--- src/rtl/risc_pkg.sv ---
// risc_pkg: shared RV32 decode constants, bundles and the aluOp encoding.
// Bundle layout of decoded_t depends on INST_DECODER_ILLEGAL_TRAP_EN.
package risc_pkg;

    localparam int cXLEN = 32;

    localparam logic [6:0] OPC_OP     = 7'b0110011;
    localparam logic [6:0] OPC_OPIMM  = 7'b0010011;
    localparam logic [6:0] OPC_LOAD   = 7'b0000011;
    localparam logic [6:0] OPC_JALR   = 7'b1100111;
    localparam logic [6:0] OPC_STORE  = 7'b0100011;
    localparam logic [6:0] OPC_BRANCH = 7'b1100011;
    localparam logic [6:0] OPC_LUI    = 7'b0110111;
    localparam logic [6:0] OPC_AUIPC  = 7'b0010111;
    localparam logic [6:0] OPC_JAL    = 7'b1101111;

    localparam logic [5:0] TYPE_R = 6'b000001;
    localparam logic [5:0] TYPE_I = 6'b000010;
    localparam logic [5:0] TYPE_S = 6'b000100;
    localparam logic [5:0] TYPE_B = 6'b001000;
    localparam logic [5:0] TYPE_U = 6'b010000;
    localparam logic [5:0] TYPE_J = 6'b100000;

    typedef enum logic [3:0] {
        ALU_NONE,
        ALU_ADD,
        ALU_SUB,
        ALU_SLL,
        ALU_SLT,
        ALU_SLTU,
        ALU_XOR,
        ALU_SRL,
        ALU_SRA,
        ALU_OR,
        ALU_AND,
        ALU_LUI,
        ALU_AUIPC
    } aluOp_e;

    typedef struct packed {
        logic             valid;
        logic [5:0]       instType;
        logic [6:0]       opcode;
        logic [4:0]       rs1;
        logic [4:0]       rs2;
        logic [4:0]       rd;
        logic [2:0]       f3;
        logic [6:0]       f7;
        logic [cXLEN-1:0] imm;
        logic [cXLEN-1:0] pc;
`ifdef INST_DECODER_ILLEGAL_TRAP_EN
        logic             illegal;
`endif
    } decoded_t;

    typedef struct packed {
        logic       load;
        logic       store;
        logic [2:0] size;
        logic [4:0] rd;
    } memOp_t;

    typedef struct packed {
        aluOp_e     aluOp;
        logic       useImm;
        logic       writeRd;
        logic [4:0] rd;
    } regOp_t;

    typedef struct packed {
        logic       branch;
        logic       jal;
        logic       jalr;
        logic [2:0] cond;
    } branchOp_t;

    // SUB only exists in the register form; f7[5] selects SRA in both forms
    function automatic aluOp_e alu_sel(
        input logic [2:0] f3,
        input logic       f7b5,
        input logic       isReg
    );
        aluOp_e op;
        unique case (f3)
            3'd0: op = (isReg && f7b5) ? ALU_SUB : ALU_ADD;
            3'd1: op = ALU_SLL;
            3'd2: op = ALU_SLT;
            3'd3: op = ALU_SLTU;
            3'd4: op = ALU_XOR;
            3'd5: op = f7b5 ? ALU_SRA : ALU_SRL;
            3'd6: op = ALU_OR;
            default: op = ALU_AND;
        endcase
        return op;
    endfunction

endpackage

--- src/rtl/imm_gen.sv ---
// imm_gen: combinational sign-extended immediate for the RV32 base formats.
// R-type and unknown opcodes yield zero.
module imm_gen
    import risc_pkg::*;
(
    input  logic [cXLEN-1:0] iInst,
    output logic [cXLEN-1:0] oImm
);

    always_comb begin
        oImm = '0;
        unique case (iInst[6:0])
            OPC_OPIMM, OPC_LOAD, OPC_JALR:
                oImm = {{20{iInst[31]}}, iInst[31:20]};
            OPC_STORE:
                oImm = {{20{iInst[31]}}, iInst[31:25], iInst[11:7]};
            OPC_BRANCH:
                oImm = {{19{iInst[31]}}, iInst[31], iInst[7],
                        iInst[30:25], iInst[11:8], 1'b0};
            OPC_LUI, OPC_AUIPC:
                oImm = {iInst[31:12], 12'h000};
            OPC_JAL:
                oImm = {{11{iInst[31]}}, iInst[31], iInst[19:12],
                        iInst[20], iInst[30:21], 1'b0};
            default:
                oImm = '0;
        endcase
    end

endmodule

--- src/rtl/inst_decoder.sv ---
// inst_decoder: RV32 decoder, one word per cycle, cycleNum-deep output pipe.
// Define INST_DECODER_ILLEGAL_TRAP_EN to add oDecoded.illegal.
module inst_decoder
    import risc_pkg::*;
#(
    parameter int cycleNum = 2
) (
    input  logic             iClk,
    input  logic             iRst,
    input  logic [cXLEN-1:0] iInst,
    input  logic [cXLEN-1:0] iCurPC,
    input  logic             iFlushPipe,
    output decoded_t         oDecoded,
    output memOp_t           oMemOp,
    output regOp_t           oRegOp,
    output branchOp_t        oBranchOp
);

    typedef struct packed {
        decoded_t  d;
        memOp_t    m;
        regOp_t    r;
        branchOp_t b;
    } stage_t;

    logic [6:0]       opc;
    logic [2:0]       f3;
    logic [6:0]       f7;
    logic [4:0]       rd;
    logic [cXLEN-1:0] immRaw;
    logic [5:0]       typ;
    aluOp_e           alu;
    stage_t           dec_d;

    stage_t [cycleNum-1:0] pipe_q;

    assign opc = iInst[6:0];
    assign f3  = iInst[14:12];
    assign f7  = iInst[31:25];
    assign rd  = iInst[11:7];

    imm_gen u_imm_gen (
        .iInst (iInst),
        .oImm  (immRaw)
    );

    always_comb begin
        typ = '0;
        alu = ALU_NONE;
        unique case (1'b1)
            opc == OPC_OP: begin
                typ = TYPE_R;
                alu = alu_sel(f3, f7[5], 1'b1);
            end
            opc == OPC_OPIMM: begin
                typ = TYPE_I;
                alu = alu_sel(f3, f7[5], 1'b0);
            end
            opc == OPC_LOAD, opc == OPC_JALR: begin
                typ = TYPE_I;
                alu = ALU_ADD;
            end
            opc == OPC_STORE: begin
                typ = TYPE_S;
                alu = ALU_ADD;
            end
            opc == OPC_BRANCH: begin
                typ = TYPE_B;
                alu = ALU_SUB;
            end
            opc == OPC_LUI: begin
                typ = TYPE_U;
                alu = ALU_LUI;
            end
            opc == OPC_AUIPC: begin
                typ = TYPE_U;
                alu = ALU_AUIPC;
            end
            opc == OPC_JAL: begin
                typ = TYPE_J;
                alu = ALU_ADD;
            end
            default: ;
        endcase
    end

`ifdef INST_DECODER_ILLEGAL_TRAP_EN
    logic badCombo;

    always_comb begin
        badCombo = 1'b0;
        case (opc)
            OPC_OP:
                badCombo = !((f7 == 7'h00) ||
                             (f7 == 7'h20 && (f3 == 3'd0 || f3 == 3'd5)));
            OPC_OPIMM:
                badCombo = (f3 == 3'd1 && f7 != 7'h00) ||
                           (f3 == 3'd5 && f7 != 7'h00 && f7 != 7'h20);
            OPC_LOAD:
                badCombo = (f3 == 3'd3) || (f3 == 3'd6) || (f3 == 3'd7);
            OPC_STORE:
                badCombo = (f3 > 3'd2);
            OPC_BRANCH:
                badCombo = (f3 == 3'd2) || (f3 == 3'd3);
            OPC_JALR:
                badCombo = (f3 != 3'd0);
            default:
                badCombo = 1'b0;
        endcase
    end
`endif

    always_comb begin
        dec_d = '0;

        dec_d.d.valid    = (iInst != '0);
        dec_d.d.instType = typ;
        dec_d.d.opcode   = opc;
        dec_d.d.rs1      = iInst[19:15];
        dec_d.d.rs2      = iInst[24:20];
        dec_d.d.rd       = rd;
        dec_d.d.f3       = f3;
        dec_d.d.f7       = f7;
        dec_d.d.imm      = immRaw;
        dec_d.d.pc       = iCurPC;
`ifdef INST_DECODER_ILLEGAL_TRAP_EN
        dec_d.d.illegal  = (iInst != '0) && ((typ == '0) || badCombo);
`endif

        dec_d.m.load  = (opc == OPC_LOAD);
        dec_d.m.store = (opc == OPC_STORE);
        dec_d.m.size  = (dec_d.m.load || dec_d.m.store) ? f3 : 3'd0;
        dec_d.m.rd    = rd;

        dec_d.r.aluOp   = alu;
        dec_d.r.useImm  = |(typ & (TYPE_I | TYPE_S | TYPE_U | TYPE_J));
        dec_d.r.writeRd = (|(typ & (TYPE_R | TYPE_I | TYPE_U | TYPE_J)))
                          && (rd != 5'd0);
        dec_d.r.rd      = rd;

        dec_d.b.branch = (typ == TYPE_B);
        dec_d.b.jal    = (opc == OPC_JAL);
        dec_d.b.jalr   = (opc == OPC_JALR);
        dec_d.b.cond   = dec_d.b.branch ? f3 : 3'd0;
    end

    // flush also drops the word being sampled on the same edge
    always_ff @(posedge iClk or negedge iRst) begin
        if (!iRst) begin
            pipe_q <= '0;
        end else if (iFlushPipe) begin
            pipe_q <= '0;
        end else begin
            pipe_q[0] <= dec_d;
            for (int i = 1; i < cycleNum; i++) begin
                pipe_q[i] <= pipe_q[i-1];
            end
        end
    end

    assign oDecoded  = pipe_q[cycleNum-1].d;
    assign oMemOp    = pipe_q[cycleNum-1].m;
    assign oRegOp    = pipe_q[cycleNum-1].r;
    assign oBranchOp = pipe_q[cycleNum-1].b;

endmodule

--- config.mk ---
export PLATFORM = sky130hd
export DESIGN_NAME = inst_decoder
export DESIGN_NICKNAME = d
export VERILOG_FILES = /design/src/rtl/risc_pkg.sv /design/src/rtl/imm_gen.sv /design/src/rtl/inst_decoder.sv
export SDC_FILE = /design/constraint.sdc
export NUM_CORES = 1
export LEC_CHECK = 0
export BUFFER_PORTS_ARGS = -buffer_cell sky130_fd_sc_hd__buf_2
export CAP_MARGIN = 20
export CORE_MARGIN = 5
export CORE_UTILIZATION = 50
export CTS_BUF_LIST = sky130_fd_sc_hd__clkbuf_4 sky130_fd_sc_hd__clkbuf_8
export CTS_CLUSTER_DIAMETER = 150
export DETAILED_ROUTE_END_ITERATION = 8
export MAX_ROUTING_LAYER = met4
export PLACE_DENSITY = 0.85
export SLEW_MARGIN = 0
export SYNTH_ARGS = -nofsm -noshare
export SYNTH_HDL_FRONTEND = slang
export SYNTH_SLANG_ARGS = --single-unit
--- constraint.sdc ---
create_clock -name iClk -period 0.9 [get_ports iClk]
set_clock_uncertainty 0.15 [all_clocks]
set_input_delay 0.135 -clock iClk [delete_from_list [all_inputs] [get_ports iClk]]
set_output_delay 0.135 -clock iClk [all_outputs]
set_load 0.02 [all_outputs]
==> results.sh, run 1 <==
export IMPL_grt_pass1_vias=6789
export IMPL_period_needed_ns=1.39
export IMPL_clk_path_buf_depth=3
export IMPL_worstSetupPathType="register to output pin"
export IMPL_synth_simple_gate_area_share_pct=18.6
export IMPL_placed_cells=1101
export IMPL_path_cells="buf_4"
export IMPL_wl_um=25600
export IMPL_rsz0062_at_grt="yes"
export IMPL_cts_root_buf="clkbuf_8"
export IMPL_synth_xor_area_share_pct=0
export IMPL_cts_buffers=38
export IMPL_post_place_ws_ns=-0.771
export IMPL_vias_per_cell=4.94
export IMPL_postSynthAreaPerCell_um2=12.4
export IMPL_syn_nets=814
export IMPL_timing_final_max_slew_violations=0
export IMPL_start_util_pct=51.2
export IMPL_cp_required_ns=0.61
export IMPL_h_tree_depth=2
export IMPL_drcViolationCount=0
export IMPL_overflow=0
export IMPL_die_area_um2=21400
export IMPL_status="finished with violations"
export IMPL_reg2regPathDepth=1
export IMPL_relSlewSlack_pct=51.8
export IMPL_syn_inst=747
export IMPL_period_share_pct=154
export IMPL_worst_setup_path_end_kind="output pin"
export IMPL_io_buffers=196
export IMPL_async_flop_share_pct=100
export IMPL_ios=197
export IMPL_post_route_cells_drive_above_1_share_pct=47.7
export IMPL_crit_cells=1
export IMPL_whs_path_depth=2
export IMPL_wl_per_cell_um=20.2
export IMPL_arrival_ns=1.10
export IMPL_row_count=49
export IMPL_drtPass1Iterations=4
export IMPL_synth_fa_ha_area_share_pct=0
export IMPL_placed_area_um2=10300
export IMPL_drtAntennaViolNets=0
export IMPL_max_freq_ghz=0.721
export IMPL_grt_usage_pct=23.5
export IMPL_synth_top_family_by_area="simple AND/OR/NAND/NOR gates"
export IMPL_muxShareOfSynthArea_pct=0
export IMPL_die_y_um=146
export IMPL_worstSkewPairLatency_ns=0.54
export IMPL_crit_buf_inv=1
export IMPL_critPathSlowestCell="dfrtp_1"
export IMPL_slowest_delay_ns=0.41
export IMPL_fin_hold_ws_ns=-0.275
export IMPL_ir_drop_v=0.00127
export IMPL_clock_sinks=238
export IMPL_fin_area_um2=13400
export IMPL_setup_ws_ns=-0.487
export IMPL_grt_pass1_wl_um=38600
export IMPL_area_growth_syn_to_layout_pct=44.3
export IMPL_synth_most_common_cell="dfrtp_1"
export IMPL_via_count=6268
export IMPL_yosysSeqAreaShare_pct=64.2
export IMPL_critPathMaxFanout=3
export IMPL_antenna_found_initial=5
export IMPL_synth_area_leaders="dfrtp_1 64%, nor2b_1 13%, buf_4 11%, a21oi_2 1.4%, nand2_1 1.1%"
export IMPL_hold_viol=36
export IMPL_setup_viol=180
export IMPL_maxCapViolations=0
export IMPL_synth_warnings=0
export IMPL_start_kind="register"
export IMPL_drt_iter0_drc=297
export IMPL_tightest_slew_ns=0.723
export IMPL_failed_checks="hold timing, setup timing"
export IMPL_hpwlAfterDp_um=14200
export IMPL_fp_coreArea_um2=18100
export IMPL_synth_compound_area_share_pct=4.58
export IMPL_die_w_um=146
export IMPL_path_delay_family="flip-flops"
export IMPL_nets=1073
export IMPL_power_leakage_nw=6.62
export IMPL_power_density_nw_per_um2=1750
export IMPL_place_congestion=0.873
export IMPL_syn_area_um2=9280
export IMPL_synthTopCellsByCount="238 x dfrtp_1, 186 x nor2b_1, 134 x buf_4, 26 x nand2_1, 22 x clkbuf_1"
export IMPL_ys_ff_latch=238
export IMPL_min_path_type="input port to register"
export IMPL_cts_clk_slew_worst_paths_ns=0.06
export IMPL_grt_max_degree=73
export IMPL_synth_ff_type="dfrtp_1"
export IMPL_synth_top_area_cell="dfrtp_1"
export IMPL_final_setup_tns_ns=-61.19
export IMPL_synth_cell_type_count=54
export IMPL_cts_tree="yes"
export IMPL_synth_edf_count=0
export IMPL_synth_top_area_share_pct=64.2
export IMPL_final_cells=1268
## sequential cells by signal (all words and copies together), names as in the netlist
register / cells
pipe_q: 119
oRegOp: 6
oDecoded: 102
oMemOp: 5
oBranchOp: 6
## metrics by stage
stage	total power [mW]	util [%]
after floorplan	12.1	-
after global placement	12.9	56.8
after detailed placement	12.9	56.8
after CTS	23.4	71.9
after global routing	24.4	73.8
final	23.4	73.8
## final timing paths
kind                         startpoint           end  slack [ns]
setup / recovery           oDecoded[76]  oDecoded[76]       -0.49
hold reg to reg              pipe_q[48]  oDecoded[21]        0.30
hold / removal                 iInst[4]   pipe_q[120]       -0.27
min in group asynchronous          iRst    pipe_q[12]       -0.15
max in group asynchronous          iRst  oDecoded[35]        0.20
setup reg to reg            pipe_q[115]  oDecoded[88]        0.07
## cells by family after synthesis
kind of cell           Yosys count
AND/OR/NAND/NOR                283
flip-flops                     238
AO/OA/AOI/OAI                   57
buffers and inverters          169
## timing repair
item | CTS | global route
buffers inserted | 14 | 16
setup endpoints to repair | 170 | 185
pin swaps | 31 | 38
hold buffers | 65 | 9
cloned | 7 | 0
gates resized for setup | 310 | 81
endpoints found under the hold margin | 362 | 70
## area by class of cell
class | instances | area (um2)
Antenna cell | 5 | 12.5
Tap cell | 229 | 287
Clock buffer | 59 | 756
Timing Repair Buffer | 381 | 3650
Inverter | 4 | 15.0
Clock inverter | 9 | 86.3
Sequential cell | 238 | 5960
Fill cell | 1045 | 4750
Multi-Input combinational cell | 343 | 2630
## placed cells by master (no fill, tap or decap), types with 3 or more instances in the layout
cell	n
clkinv_2	5
nand2_1	13
and3_1	4
nor2_1	8
buf_12	16
nor4_2	4
buf_2	65
diode_2	5
clkbuf_8	50
inv_1	4
and2_4	3
clkbuf_4	9
nor2_4	8
nor2b_2	3
dlygate4sd3_1	57
a22oi_2	4
nor3_2	4
buf_8	3
nor3_4	3
dlymetal6s4s_1	3
nor2_2	4
buf_4	98
nor2b_1	182
nand2b_4	5
dfrtp_1	238
a21oi_2	24
nand2_4	11
nand3_1	3
nand2_2	5
a21oi_1	5
buf_6	134
o21ai_4	3
buf_16	3
and2_1	5
## report_power, final
group          total [mW]  internal, mW  leakage [nW]  switching [mW]
clock                9.96          5.70         0.451            4.26
combinational        2.40          1.17          2.95            1.22
sequential           11.1          11.0          3.22           0.113
## routing by layer
layer  GRT usage, %  up-vias  share of wire (%)
li1               -     2788                  -
met1           27.4     3185                 38
met2           39.8      244                 53
met3           6.26       51                6.2
met4           7.90        0                3.0
met5              -        -                  0
No activity file was read; power rests on OpenSTA's default activity.
==> run 2: changes to the inputs <==
CORE_ASPECT_RATIO = 0.75   (was not set)
==> run 2 against run 1 <==
- the run still ends with hold timing, setup timing left
- cell count up 0.39%
- critical path depth is 6 higher
- first-iteration DRC count increased by 35%
- routed wire length decreased by 0.97%
- fmax is 4.8% lower
- largest cell class unchanged
- largest power group unchanged
- highest routed layer unchanged
==> results.sh, run 2 (synthesis results as in run 1) <==
export IMPL_die_w_um=167
export IMPL_worstSkewPairLatency_ns=0.52
export IMPL_place_congestion=0.936
export IMPL_tightest_slew_ns=0.419
export IMPL_timing_final_max_slew_violations=0
export IMPL_drcViolationCount=0
export IMPL_critPathSlowestCell="dlygate4sd3_1"
export IMPL_p_int_mw=18.0
export IMPL_largest_register="pipe_q"
export IMPL_power_switching_mw=5.50
export IMPL_grt_pass1_wl_um=38600
export IMPL_maxCapViolations=0
export IMPL_fillers=1118
export IMPL_hold_viol=47
export IMPL_min_path_type="input port to register"
export IMPL_regArea_um2=5960
export IMPL_die_area_um2=21400
export IMPL_clk_path_buf_depth=3
export IMPL_grt_pass1_vias=6809
export IMPL_multi_input_area_um2=2440
export IMPL_path_delay_family="buffers and inverters"
export IMPL_cts_clk_slew_worst_paths_ns=0.06
export IMPL_period_needed_ns=1.46
export IMPL_wl_per_cell_um=19.9
export IMPL_p_comb_share_pct=9.7
export IMPL_power_density_nw_per_um2=1800
export IMPL_cp_required_ns=1.20
export IMPL_holdCritStartpoint="iInst[5]"
export IMPL_p_seq_share_pct=47.1
export IMPL_area_growth_syn_to_layout_pct=40.9
export IMPL_cts_buffers=38
export IMPL_post_route_cells_drive_above_1_share_pct=44.4
export IMPL_die_y_um=128
export IMPL_nets=1062
export IMPL_worst_setup_path_end_kind="register"
export IMPL_start_util_pct=50.6
export IMPL_hpwlAfterDp_um=15000
export IMPL_row_count=43
export IMPL_worstSetupPathType="input port to register"
export IMPL_clock_sinks=238
export IMPL_largest_register_ffs=119
export IMPL_io_buffers=196
export IMPL_rr_endpoint="oDecoded[42]"
export IMPL_vias_per_cell=4.89
export IMPL_drtAntennaViolNets=0
export IMPL_status="finished with violations"
export IMPL_clockPowerShare_pct=43.2
export IMPL_final_setup_tns_ns=-73.61
export IMPL_drtPass1Iterations=5
export IMPL_failed_checks="hold timing, setup timing"
export IMPL_start_kind="input port"
export IMPL_grt_usage_pct=23.9
export IMPL_critPathMaxFanout=5
export IMPL_power_leakage_nw=6.41
export IMPL_min_delay_worst_endpoint="pipe_q[121]"
export IMPL_overflow=0
export IMPL_via_count=6222
export IMPL_arrival_ns=1.75
export IMPL_setup_viol=182
export IMPL_path_cells="buf_2 -> nor2b_2 -> dlygate4sd3_1 -> nand2_1 -> a21o_4 -> nor2_4 -> and2_4"
export IMPL_max_freq_ghz=0.686
export IMPL_swShare_pct=23.4
export IMPL_whs_path_depth=2
export IMPL_period_share_pct=162
export IMPL_antenna_found_initial=4
export IMPL_ios=197
export IMPL_slowest_delay_ns=0.59
export IMPL_fp_coreArea_um2=18300
export IMPL_grt_max_degree=75
export IMPL_r2r_start="pipe_q[69]"
export IMPL_ir_drop_v=0.000922
export IMPL_h_tree_depth=2
export IMPL_layout_common_cells="238 x dfrtp_1, 185 x nor2b_1, 137 x buf_6"
export IMPL_cts_root_buf="clkbuf_8"
export IMPL_setup_ws_ns=-0.557
export IMPL_post_place_ws_ns=-0.732
export IMPL_fin_hold_ws_ns=-0.196
export IMPL_r2r_setup_slack_ns=0.08
export IMPL_reg2regPathDepth=1
export IMPL_crit_buf_inv=2
export IMPL_final_common_cell="dfrtp_1"
export IMPL_drt_iter0_drc=400
export IMPL_relSlewSlack_pct=71.7
export IMPL_cts_tree="yes"
export IMPL_wl_um=25300
export IMPL_rsz0062_at_grt="yes"
run 2: cell count changes in the layout (fill, tap and decap cells not counted), sizes merged:
cell,change
and4,-1
buf,-13
bufinv,+1
clkbuf,+1
clkinv,-1
clkinvlp,+1
diode,-1
dlygate4sd3,+3
dlymetal6s2s,-2
dlymetal6s4s,+2
inv,-3
run 2: cell type report:
class / count / area share (%)
timing repair buffer: 371 / 26.8
sequential: 238 / 45.5
clock buffer: 60 / 5.83
tap: 247 / 2.36
clock inverter: 7 / 0.669
multi-input combinational: 342 / 18.6
inverter: 4 / 0.115
antenna: 4 / 0.0765
run 2: worst max-delay path by stage:
stage	startpoint	end	slack [ns]	cells after the start
floorplan	iInst[0]	pipe_q[80]	-0.44	7
global placement	iInst[10]	pipe_q[129]	-0.65	6
detailed placement	iInst[4]	pipe_q[72]	-0.73	6
CTS	oDecoded[78]	oDecoded[78]	-0.51	1
global route	iInst[1]	pipe_q[67]	-0.55	7
finish	iInst[1]	pipe_q[68]	-0.56	7
run 2: layer usage:
layer	share of wire [%]	GRT usage, %	vias to the layer above	routed length, um
met5	0	-	-	0
met4	2.8	7.92	0	714
met3	6.6	6.13	59	1670
met2	49	38.1	284	12500
met1	41	30.4	3131	10500
li1	-	-	2748	-
run 2: power groups by stage:
stage | Clock (mW) | Combinational, mW | Sequential, mW
after floorplan | 0 | 0.915 | 11.2
after global placement | 0 | 1.67 | 11.2
after detailed placement | 0 | 1.70 | 11.2
after CTS | 10.3 | 2.15 | 11.1
after global routing | 10.9 | 2.44 | 11.1
final | 10.2 | 2.28 | 11.1
run 2: repair_timing:
item,in CTS,in global routing
pin swaps,23,24
setup buffers,13,1
gates resized for setup,281,58
hold buffers,65,12
hold endpoints to repair,351,65
cloned,2,0
endpoints found under the setup margin,165,186
run 2: through the flow:
stage	power, mW	std cells	utilization [%]	area (um2)
floorplan	12.1	747	-	9420
global placement	12.9	1122	56.2	10300
detailed placement	12.9	1122	56.2	10300
CTS	23.5	1268	70.0	12800
global route	24.4	1273	71.3	13100
finish	23.5	1273	71.3	13100
==> run 3: changes to the inputs <==
ABC_AREA = 1   (was not set)
==> run 3 against run 2 <==
- the flow still finishes with violations (hold timing, setup timing)
- first-iteration DRC count is 97% higher
- utilization up 0.40 points
- cell count up 25%
- fmax up 5.3%
- die area up 4.4%
- sequential share of layout area shrank 2.3 points
- clock power shrank 8%
- critical path type is now register to output pin
- critical endpoint is now oMemOp[3]
- largest cell class unchanged
- highest routed layer unchanged
==> results.sh, run 3 <==
export IMPL_via_count=7619
export IMPL_hold_viol=102
export IMPL_power_density_nw_per_um2=1670
export IMPL_synth_area_leaders="dfrtp_1 61%, buf_4 10%, nor2_1 9.8%, inv_1 7.4%, nand2_1 2.8%"
export IMPL_yosysSeqAreaShare_pct=61.3
export IMPL_nets=1374
export IMPL_min_delay_worst_endpoint="pipe_q[118]"
export IMPL_grt_pass1_vias=7393
export IMPL_timing_final_max_slew_violations=0
export IMPL_layout_common_cells="240 x nor2_1, 238 x dfrtp_1, 184 x inv_1"
export IMPL_wl_per_cell_um=17.0
export IMPL_ios=197
export IMPL_cp_required_ns=0.61
export IMPL_start_util_pct=50.6
export IMPL_max_freq_ghz=0.723
export IMPL_synth_compound_area_share_pct=2.27
export IMPL_async_flop_share_pct=100
export IMPL_ys_ff_latch=238
export IMPL_post_route_cells_drive_above_1_share_pct=36.3
export IMPL_vias_per_cell=4.80
export IMPL_maxCapViolations=0
export IMPL_r2r_start="pipe_q[86]"
export IMPL_fin_area_um2=13800
export IMPL_crit_buf_inv=1
export IMPL_synth_most_common_cell="nor2_1"
export IMPL_setup_ws_ns=-0.483
export IMPL_whs_path_depth=3
export IMPL_regArea_um2=5960
export IMPL_holdCritStartpoint="iInst[2]"
export IMPL_final_setup_tns_ns=-57.34
export IMPL_start_kind="register"
export IMPL_cts_root_buf="clkbuf_8"
export IMPL_io_buffers=196
export IMPL_synth_warnings=0
export IMPL_rr_endpoint="oDecoded[59]"
export IMPL_synthTopCellsByCount="255 x nor2_1, 238 x dfrtp_1, 191 x inv_1, 131 x buf_4, 72 x nand2_1"
export IMPL_clk_path_buf_depth=3
export IMPL_die_y_um=131
export IMPL_synth_fa_ha_area_share_pct=0
export IMPL_worst_setup_path_end_kind="output pin"
export IMPL_synth_xor_area_share_pct=0
export IMPL_row_count=44
export IMPL_grt_pass1_wl_um=38400
export IMPL_wl_um=26900
export IMPL_cts_buffers=39
export IMPL_synth_simple_gate_area_share_pct=16.9
export IMPL_final_common_cell="nor2_1"
export IMPL_postSynthAreaPerCell_um2=9.41
export IMPL_antenna_found_initial=4
export IMPL_multi_input_area_um2=2320
export IMPL_overflow=0
export IMPL_status="finished with violations"
export IMPL_period_needed_ns=1.38
export IMPL_slowest_delay_ns=0.40
export IMPL_setup_viol=174
export IMPL_muxShareOfSynthArea_pct=0
export IMPL_h_tree_depth=2
export IMPL_critPathSlowestCell="dfrtp_1"
export IMPL_die_area_um2=22400
export IMPL_cts_clk_slew_worst_paths_ns=0.06
export IMPL_fillers=1151
export IMPL_largest_register_ffs=119
export IMPL_period_share_pct=154
export IMPL_drtPass1Iterations=7
export IMPL_tightest_slew_ns=0.343
export IMPL_rsz0062_at_grt="yes"
export IMPL_synth_ff_type="dfrtp_1"
export IMPL_clock_sinks=238
export IMPL_ir_drop_v=0.00134
export IMPL_hpwlAfterDp_um=15400
export IMPL_grt_max_degree=69
export IMPL_worstSkewPairLatency_ns=0.52
export IMPL_drtAntennaViolNets=0
export IMPL_drt_iter0_drc=787
export IMPL_cts_tree="yes"
export IMPL_syn_inst=1033
export IMPL_placed_cells=1424
export IMPL_synth_edf_count=0
export IMPL_synth_top_area_share_pct=61.3
export IMPL_place_congestion=0.934
export IMPL_reg2regPathDepth=2
export IMPL_final_cells=1587
export IMPL_arrival_ns=1.10
export IMPL_critPathMaxFanout=3
export IMPL_drcViolationCount=0
export IMPL_largest_register="pipe_q"
export IMPL_power_leakage_nw=7.32
export IMPL_failed_checks="hold timing, setup timing"
export IMPL_fp_coreArea_um2=19200
export IMPL_crit_cells=1
export IMPL_synth_cell_type_count=27
export IMPL_die_w_um=171
export IMPL_area_growth_syn_to_layout_pct=41.7
export IMPL_grt_usage_pct=22.5
export IMPL_path_delay_family="flip-flops"
export IMPL_synth_top_family_by_area="buffers and inverters"
export IMPL_path_cells="buf_2"
export IMPL_syn_nets=1100
export IMPL_relSlewSlack_pct=77.2
export IMPL_syn_area_um2=9720
export IMPL_synth_top_area_cell="dfrtp_1"
export IMPL_placed_area_um2=10900
export IMPL_fin_hold_ws_ns=-0.304
export IMPL_min_path_type="input port to register"
export IMPL_worstSetupPathType="register to output pin"
export IMPL_r2r_setup_slack_ns=0.08
-- run 3: timing repair --
action	4_1_cts	5_1_grt
gates resized for setup	236	106
setup endpoints to repair	161	178
endpoints found under the hold margin	449	140
pin swaps	1	45
hold buffers	73	25
cloned	1	6
setup buffers	1	16
-- run 3: metal layers --
layer | global-route usage [%] | part of all wire (%)
met3 | 6.74 | 9.5
met4 | 6.52 | 3.3
met2 | 34.9 | 48
met5 | - | 0
met1 | 29.1 | 40
-- run 3: per-stage QoR --
stage / hold slack, ns / utilization, % / setup WS [ns] / power, mW
final: -0.304 / 71.7 / -0.483 / 23.0
after global placement: -0.0129 / 56.8 / -0.600 / 13.1
after CTS: -0.296 / 68.6 / -0.497 / 22.9
after floorplan: -0.311 / - / -0.266 / 12.2
after detailed placement: -0.0115 / 56.8 / -0.686 / 13.1
after global routing: -0.329 / 71.7 / -0.526 / 24.0
-- run 3: worst max-delay path by stage --
stage | start | to
global route | oDecoded[76] | oMemOp[2]
finish | oDecoded[77] | oMemOp[3]
global placement | iInst[2] | pipe_q[70]
floorplan | iInst[2] | pipe_q[85]
detailed placement | iInst[2] | pipe_q[74]
CTS | oDecoded[74] | oMemOp[0]
-- run 3: kinds of logic after synthesis --
| kind of cell | after synthesis |
|---|---|
| and+or+nand+nor | 395 |
| buffers and inverters | 361 |
| DFF | 238 |
| AOI/OAI and AO/OA | 39 |
-- run 3: area by class of cell --
cell class	instances	area share [%]
multi-input cells	440	16.8
well taps	253	2.30
diodes	5	0.0908
inverters	193	5.42
flip-flops and latches	238	43.2
clock buffers	51	4.91
repair buffers	395	26.5
clock inverters	12	0.708
-- run 3: power breakdown --
part           total, mW  switching, mW  internal (mW)
clock               9.39           4.20           5.18
sequential          11.1          0.119           11.0
combinational       2.51           1.38           1.13
